==> config.mk <==
export PLATFORM = sky130hd
export DESIGN_NAME = fft_stream_host
export DESIGN_NICKNAME = d
export VERILOG_FILES = /design/src/rtl/fft_stream_host.sv
export SDC_FILE = /design/constraint.sdc
export NUM_CORES = 1
export LEC_CHECK = 0
export BUFFER_PORTS_ARGS = -buffer_cell sky130_fd_sc_hd__buf_2
export CORE_AREA = 5 5 211 213
export CTS_BUF_LIST = sky130_fd_sc_hd__clkbuf_16
export DETAILED_ROUTE_END_ITERATION = 12
export DIE_AREA = 0 0 216 218
export PLACE_DENSITY = 0.76
export SETUP_SLACK_MARGIN = 0.4
export SYNTH_ARGS = -nofsm -noshare
export SYNTH_HDL_FRONTEND = slang
export SYNTH_SLANG_ARGS = --single-unit
==> constraint.sdc <==
create_clock -name s00_axi_aclk -period 4.6 [get_ports s00_axi_aclk]
set_input_delay 0.23 -clock s00_axi_aclk [delete_from_list [all_inputs] [get_ports s00_axi_aclk]]
set_output_delay 0.23 -clock s00_axi_aclk [all_outputs]
set_load 0.01 [all_outputs]
==> src/rtl/fft_stream_host.sv <==
// Host-side driver for the fft accelerator's AXI-Stream ports: buffers one input frame,
// streams it out with tlast, pulses start, then captures the result frame for host readback.
module fft_stream_host #(
   parameter  int SIZE       = 8,
   parameter  int DATA_WIDTH = 32,
   localparam int ADDR_W     = $clog2(SIZE)
) (
   input  logic                      s00_axi_aclk,
   input  logic                      s00_axi_aresetn,
   input  logic                      wr_en,
   input  logic [ADDR_W-1:0]         wr_addr,
   input  logic [DATA_WIDTH-1:0]     wr_data,
   input  logic [ADDR_W-1:0]         rd_addr,
   output logic [DATA_WIDTH-1:0]     rd_data,
   input  logic                      go,
   output logic                      busy,
   output logic                      done,
   output logic                      err_len,
   output logic                      m00_axis_tvalid,
   output logic [DATA_WIDTH-1:0]     m00_axis_tdata,
   output logic [DATA_WIDTH/8-1:0]   m00_axis_tstrb,
   output logic                      m00_axis_tlast,
   input  logic                      m00_axis_tready,
   output logic                      start,
   input  logic                      s00_axis_tvalid,
   input  logic [DATA_WIDTH-1:0]     s00_axis_tdata,
   input  logic                      s00_axis_tlast,
   output logic                      s00_axis_tready
);

   typedef enum logic [2:0] {IDLE, SEND, START, RECV, DONE} state_t;

   localparam logic [ADDR_W-1:0] LAST_IDX = ADDR_W'(SIZE - 1);

   state_t                  state;
   logic [ADDR_W-1:0]       idx;
   logic [ADDR_W-1:0]       idx_nxt;
   logic                    idx_last;
   logic                    send_beat;
   logic                    recv_beat;
   logic [DATA_WIDTH-1:0]   first_word;
   logic [DATA_WIDTH-1:0]   in_buf  [SIZE];
   logic [DATA_WIDTH-1:0]   out_buf [SIZE];

   assign idx_nxt        = idx + ADDR_W'(1);
   assign idx_last       = (idx == LAST_IDX);
   assign send_beat      = (state == SEND) && m00_axis_tvalid && m00_axis_tready;
   assign recv_beat      = (state == RECV) && s00_axis_tready && s00_axis_tvalid;
   assign m00_axis_tstrb = '1;

   // A write to word 0 in the same cycle as go must reach the first streamed beat.
   assign first_word = (wr_en && (wr_addr == '0)) ? wr_data : in_buf[0];

   always_ff @(posedge s00_axi_aclk) begin
      if (wr_en && !busy)
         in_buf[wr_addr] <= wr_data;
   end

   always_ff @(posedge s00_axi_aclk) begin
      if (recv_beat)
         out_buf[idx] <= s00_axis_tdata;
   end

   always_ff @(posedge s00_axi_aclk or negedge s00_axi_aresetn) begin
      if (!s00_axi_aresetn)
         rd_data <= '0;
      else
         rd_data <= out_buf[rd_addr];
   end

   always_ff @(posedge s00_axi_aclk or negedge s00_axi_aresetn) begin
      if (!s00_axi_aresetn) begin
         state           <= IDLE;
         idx             <= '0;
         busy            <= 1'b0;
         done            <= 1'b0;
         err_len         <= 1'b0;
         start           <= 1'b0;
         m00_axis_tvalid <= 1'b0;
         m00_axis_tlast  <= 1'b0;
         m00_axis_tdata  <= '0;
         s00_axis_tready <= 1'b0;
      end else begin
         done  <= 1'b0;
         start <= 1'b0;
         unique case (state)
            IDLE: begin
               if (go) begin
                  state           <= SEND;
                  idx             <= '0;
                  err_len         <= 1'b0;
                  busy            <= 1'b1;
                  m00_axis_tvalid <= 1'b1;
                  m00_axis_tdata  <= first_word;
                  m00_axis_tlast  <= 1'b0;
               end
            end
            SEND: begin
               if (send_beat) begin
                  if (idx_last) begin
                     state           <= START;
                     idx             <= '0;
                     start           <= 1'b1;
                     m00_axis_tvalid <= 1'b0;
                     m00_axis_tlast  <= 1'b0;
                     m00_axis_tdata  <= '0;
                  end else begin
                     idx             <= idx_nxt;
                     m00_axis_tdata  <= in_buf[idx_nxt];
                     m00_axis_tlast  <= (idx_nxt == LAST_IDX);
                  end
               end
            end
            START: begin
               state           <= RECV;
               s00_axis_tready <= 1'b1;
            end
            RECV: begin
               if (recv_beat) begin
                  // Full-length frame ends on slot SIZE-1; an early tlast ends it short.
                  if (idx_last) begin
                     state           <= DONE;
                     idx             <= '0;
                     done            <= 1'b1;
                     s00_axis_tready <= 1'b0;
                     err_len         <= ~s00_axis_tlast;
                  end else if (s00_axis_tlast) begin
                     state           <= DONE;
                     idx             <= '0;
                     done            <= 1'b1;
                     s00_axis_tready <= 1'b0;
                     err_len         <= 1'b1;
                  end else begin
                     idx             <= idx_nxt;
                  end
               end
            end
            DONE: begin
               state <= IDLE;
               busy  <= 1'b0;
            end
            default: state <= IDLE;
         endcase
      end
   end

endmodule
==> results of run 1 <==
[routing by layer]
layer	share of wire (%)	routed length [um]	global-route usage [%]	vias to the layer above
met5	0.068	34	0	-
met4	3.0	1500	7.08	6
met3	8.9	4450	4.83	103
met2	50	24900	34.7	577
met1	38	19000	29.0	5973
li1	-	-	-	4838
[sequential cells by signal (all words and copies together) (netlist names), 3 cells and up]
register	flops
out_buf	256
rd_data	32
idx	3
state	3
m00_axis_tdata	32
in_buf	256
[cells in the mapped netlist (2+ instances only)]
master	count	area [um^2]
sky130_fd_sc_hd__mux2_2	32	360
sky130_fd_sc_hd__edfxtp_1	512	15400
sky130_fd_sc_hd__dfrtp_1	77	1930
sky130_fd_sc_hd__buf_6	11	124
sky130_fd_sc_hd__a2bb2oi_1	2	17.5
sky130_fd_sc_hd__o21ai_1	8	40.0
sky130_fd_sc_hd__nor3_1	7	35.0
sky130_fd_sc_hd__a21oi_1	35	175
sky130_fd_sc_hd__mux2i_1	34	340
sky130_fd_sc_hd__mux2_1	2	22.5
sky130_fd_sc_hd__nand3_1	3	15.0
sky130_fd_sc_hd__a211o_1	31	272
sky130_fd_sc_hd__mux4_2	128	2880
sky130_fd_sc_hd__nand2_1	68	255
sky130_fd_sc_hd__nor2_1	45	169
sky130_fd_sc_hd__nand2b_1	5	31.3
sky130_fd_sc_hd__clkbuf_1	22	82.6
sky130_fd_sc_hd__buf_2	20	100
sky130_fd_sc_hd__buf_4	5	37.5
sky130_fd_sc_hd__ha_1	3	37.5
sky130_fd_sc_hd__inv_1	2	7.51
[cell families (layout without fill, tap and decap cells)]
logic type	after synthesis	after routing	share of synthesized area (%)
other	1	7	0.0167
AO/OA/AOI/OAI	81	81	2.42
AND/OR/NAND/NOR	142	142	2.84
buffers and inverters	62	350	1.61
adder cells (fa/ha/maj)	3	3	0.167
flip-flops	589	589	76.9
multiplexers	196	196	16.0
[where the power goes]
group	switching [mW]	total (mW)	internal, mW
combinational	1.57	3.00	1.44
clock	1.94	4.38	2.44
sequential	0.297	6.43	6.14
[worst max path at each step]
| stage | from | end | slack, ns | depth (start not counted) |
|---|---|---|---|---|
| after global routing | state[0] | out_buf[5][7] | 1.00 | 5 |
| after global placement | state[0] | out_buf[3][3] | 1.40 | 5 |
| after detailed placement | state[0] | out_buf[3][8] | 1.27 | 5 |
| after CTS | state[0] | out_buf[3][16] | 1.26 | 5 |
| final | state[0] | out_buf[5][11] | 1.24 | 5 |
| after floorplan | state[0] | out_buf[4][0] | 0.78 | 5 |
[critical path, stage by stage (launching register included)]
cell and delay [ns]:
sky130_fd_sc_hd__dfrtp_1 0.47, sky130_fd_sc_hd__nor2b_1 0.36, sky130_fd_sc_hd__nand4_1 0.60, sky130_fd_sc_hd__or2_1 0.58, sky130_fd_sc_hd__nor2_4 0.67, sky130_fd_sc_hd__buf_4 0.35
[area by class of cell]
type	instances	share of cell area [%]
clock buffer	56	5.32
timing repair buffer	243	6.23
antenna	3	0.0285
sequential	589	65.6
inverter	2	0.0285
clock inverter	49	1.34
multi-input combinational	426	18.8
tap	546	2.59
==> impl_metrics.tcl, run 1 <==
set metrics [dict create \
    drt.antenna.violating_nets 0 \
    layout.cells.most_common "sky130_fd_sc_hd__edfxtp_1" \
    p_per_area_nw_per_um2 524 \
    final_hold_violation_count 0 \
    num-nets-final 1398 \
    syn-cell-area_um2 22500 \
    ys_ff_latch 589 \
    clock_insertion_delay_worst_skew_ns 0.61 \
    multi_input_area_um2 4960 \
    die_h_um 218 \
    core_occupancy_in_the_finished_layout_pct 62.0 \
    core.rowCount 76 \
    postLayoutCellArea_um2 26400 \
    synth-warning-count 0 \
    seq_area_frac_synth_pct 76.9 \
    register_area_um2 17300 \
    worst-setup-path-type "reg -> reg" \
    finalWeightedCongestion 0.759 \
    layout.cells.most_common_list "sky130_fd_sc_hd__edfxtp_1, sky130_fd_sc_hd__buf_2, sky130_fd_sc_hd__mux4_2" \
    grt_pass1_vias 12265 \
    timing.fmax_ghz 0.298 \
    clock_sink_count 589 \
    worstPathMaxFanout 21 \
    syn-mean-instance-area_um2 20.9 \
    initial_utilization_pct 52.9 \
    fin_worst_skew_ns 0.0179 \
    wire_length_of_the_first_global_routing_pass_um 75300 \
    grtUsageTotal_pct 21.3 \
    status "completed" \
    antenna_found_initial 6 \
    clock_tree.root_cell "sky130_fd_sc_hd__clkbuf_16" \
    drc_errors 0 \
    drt_first_iter_violations 1268 \
    async_reset_ff_share_pct 13.1 \
    worst_hold_path.endpoint "state[1]" \
    fillers 2868 \
    launch_point_of_the_worst_reg_to_reg_path "state[0]" \
    worst_hold_path.num_cells 5 \
    final.setup.tns_ns 0 \
    final_layout_size_suffix_gt1_share_pct 31.9 \
    placedCellCount 1739 \
    worstMarginPinSlew_ns 1.16 \
    power.total_mw 13.8 \
    capturing_element_type_of_the_critical_path "register" \
    synth_enable_flop_cells 512 \
    numCtsBuffers 56 \
    gate_count_after_technology_mapping 1074 \
    placement.setup.worst_slack_ns 1.27 \
    core-area_um2 42500 \
    vdd_drop_max_mv 0.400 \
    die_area_um2 47100 \
    cp_data_required_time_ns 4.89 \
    detail_route.vias_per_cell 6.01 \
    finalHoldWorstSlack_ns 0.0951 \
    setup_slack_ns 1.24 \
    final_cells 1914 \
    ys_dominant_reg_cell "sky130_fd_sc_hd__edfxtp_1" \
    wl_per_cell_um 26.1 \
    route.final.wire_length_um 49900 \
    num_io_pins 152 \
    post-route-period-util_pct 73.1 \
    dp.final_hpwl_um 26900 \
    timing.final.setup_violations 0 \
    clock_tree.htree_level_count 2 \
    post_cts_resized 0 \
    grt_max_degree 55 \
    r2r-end "out_buf[5][11]" \
    flow.area_growth_from_synthesis_pct 17.2 \
    maxCapViolCount 0 \
    clk_pin_slew_ns 0.06 \
    grt_setup_unrepaired "false" \
    io_buffer_count 147 \
    worstHoldStart "m00_axis_tready" \
    startpoint_type "register" \
    p_leak_nw 9.30 \
    drtPass1Iterations 5 \
    clock_tree_from_tritoncts "done" \
    hold_buffer_count_at_cts 67 \
    cts_setup_buffers 0 \
    gr-total-overflow 0 \
    synth_cell_type_count 43 \
    reg2reg_slack_ns 1.24 \
    timing.slew.headroom_pct 22.5 \
    final_period_minus_worst_setup_slack_ns 3.36 \
    slew_viol_final 0 \
    placement.cell_area_um2 23900 \
    count_of_vias_placed_by_the_detailed_router 11497 \
    cts.path.max_buffers 3 \
    worst_r2r_path_depth 5 \
    arrival_ns 3.65 \
    timing.hold.worst.class "in -> reg" \
    fp.dieW_um 216 \
]
Note: power is estimated with default switching activity, not from simulation.
==> run 2, diff against run 1 <==
==> constraint.sdc (replaced) <==
create_clock -name s00_axi_aclk -period 3 [get_ports s00_axi_aclk]
set_input_delay 0.15 -clock s00_axi_aclk [delete_from_list [all_inputs] [get_ports s00_axi_aclk]]
set_output_delay 0.15 -clock s00_axi_aclk [all_outputs]
set_load 0.01 [all_outputs]
==> impl_metrics.tcl, run 2 (same netlist as run 1, synthesis figures left out) <==
set metrics [dict create \
    drt.antenna.violating_nets 0 \
    power.total_mw 20.9 \
    cp_top_family "adder cells" \
    placement.setup.worst_slack_ns 0.603 \
    dp.final_hpwl_um 26400 \
    grt_setup_unrepaired "false" \
    worst-setup-path-type "reg -> reg" \
    grt_max_degree 65 \
    cts.path.max_buffers 3 \
    grt_pass1_vias 12221 \
    cp_cell_sequence "ha_1 -> ha_2 -> buf_4 -> mux4_2 -> mux2i_1 -> nor2_1 -> a211o_1" \
    layout.cells.most_common "sky130_fd_sc_hd__edfxtp_1" \
    layout.cells.most_common_list "sky130_fd_sc_hd__edfxtp_1, sky130_fd_sc_hd__buf_2, sky130_fd_sc_hd__mux4_2" \
    final_layout_size_suffix_gt1_share_pct 31.9 \
    antenna_found_initial 4 \
    fp.dieW_um 216 \
    critPathMaxStageDelay_ns 0.50 \
    gr-total-overflow 0 \
    core-area_um2 42500 \
    clock_sink_count 589 \
    worstPathMaxFanout 23 \
    setup_slack_ns 0.622 \
    clock_insertion_delay_worst_skew_ns 0.60 \
    route.final.wire_length_um 48500 \
    p_per_area_nw_per_um2 786 \
    post_cts_resized 0 \
    clock_tree_from_tritoncts "done" \
    count_of_vias_placed_by_the_detailed_router 11344 \
    core.rowCount 76 \
    reg2reg_slack_ns 0.62 \
    slew_viol_final 0 \
    fin_worst_skew_ns 0.0176 \
    slowest_cell_on_the_critical_path "sky130_fd_sc_hd__dfrtp_1" \
    timing.hold.worst.class "in -> reg" \
    status "completed" \
    timing.slew.headroom_pct 33.3 \
    timing.final.setup_violations 0 \
    biggestRegsByFlops "in_buf: 256 flops, out_buf: 256 flops" \
    final_hold_violation_count 0 \
    drtPass1Iterations 7 \
    wl_per_cell_um 25.2 \
    worstMarginPinSlew_ns 1.00 \
    cp_data_required_time_ns 3.48 \
    num_io_pins 152 \
    num-nets-final 1411 \
    drc_errors 0 \
    worst-path-buf-inv 1 \
    detail_route.vias_per_cell 5.89 \
    die_h_um 218 \
    flow.area_growth_from_synthesis_pct 18.3 \
    clock_tree.htree_level_count 2 \
    clock_tree.root_cell "sky130_fd_sc_hd__clkbuf_16" \
    arrival_ns 2.86 \
    clk_pin_slew_ns 0.06 \
    grtUsageTotal_pct 21.0 \
    finalWeightedCongestion 0.783 \
    drt_first_iter_violations 925 \
    final_period_minus_worst_setup_slack_ns 2.38 \
    startpoint_type "register" \
    p_leak_nw 9.42 \
    numCtsBuffers 56 \
    die_area_um2 47100 \
    vdd_drop_max_mv 0.724 \
    maxCapViolCount 0 \
    timing.fmax_ghz 0.420 \
    wire_length_of_the_first_global_routing_pass_um 74400 \
    io_buffer_count 147 \
    capturing_element_type_of_the_critical_path "register" \
    initial_utilization_pct 52.9 \
    final.setup.tns_ns 0 \
    post-route-period-util_pct 79.3 \
    core_occupancy_in_the_finished_layout_pct 62.6 \
]
## run 2: changes by cell type in the layout (fill, tap and decap cells not counted), sizes merged
cell	previous run	this run
buf	176	188
bufinv	4	2
clkinv	22	17
clkinvlp	1	2
diode	3	4
dlygate4sd3	67	68
inv	24	29
## run 2: worst min-delay path, stage by stage
cell	delay, ns
sky130_fd_sc_hd__buf_2	0.13
sky130_fd_sc_hd__nand4_1	0.13
sky130_fd_sc_hd__buf_4	0.16
sky130_fd_sc_hd__nor2_1	0.05
## run 2: report_power, final
part           leakage, nW  switching [mW]  internal, mW
logic                 2.97            2.48          2.27
registers             5.54           0.315          9.41
clock network        0.905            2.90          3.55
total                 9.42            5.69          15.2
## run 2: cell type report
type	count	area, um^2
Multi-Input combinational cell	426	5000
Inverter	2	7.51
Timing Repair Buffer	256	1930
Antenna cell	4	10.0
Clock inverter	48	282
Tap cell	546	683
Fill cell	2767	15900
Sequential cell	589	17300
Clock buffer	56	1400
## run 2: metal layers
metal / GRT usage [%] / up-vias / part of all wire, %
met5: 0 / - / 0.027
met4: 5.94 / 2 / 2.3
met3: 4.11 / 76 / 7.2
met2: 35.6 / 462 / 51
met1: 28.3 / 5930 / 39
li1: - / 4874 / -
## run 2: timing repair
item	4_1_cts	5_1_grt
setup buffers	0	0
hold buffers	68	0
setup endpoints to repair	0	0
hold endpoints to repair	560	0
## run 2: path summary, 6_finish.rpt
check / start / endpoint / cells past startpoint
max reg2reg: idx[1] / m00_axis_tdata[29] / 7
min: s00_axis_tvalid / done / 4
min in group asynchronous: s00_axi_aresetn / m00_axis_tdata[7] / 2
max in group asynchronous: s00_axi_aresetn / m00_axis_tdata[9] / 3
max: idx[1] / m00_axis_tdata[29] / 7
min reg2reg: m00_axis_tdata[6] / m00_axis_tdata[6] / 1
## run 2: through the flow
step / area [um^2] / hold slack [ns] / instances
after floorplan: 22600 / -0.146 / 1077
final: 26600 / 0.0680 / 1927
after CTS: 26600 / 0.0236 / 1923
after detailed placement: 24200 / 0.231 / 1751
after global placement: 24200 / 0.224 / 1751
after global routing: 26600 / 0.0717 / 1926
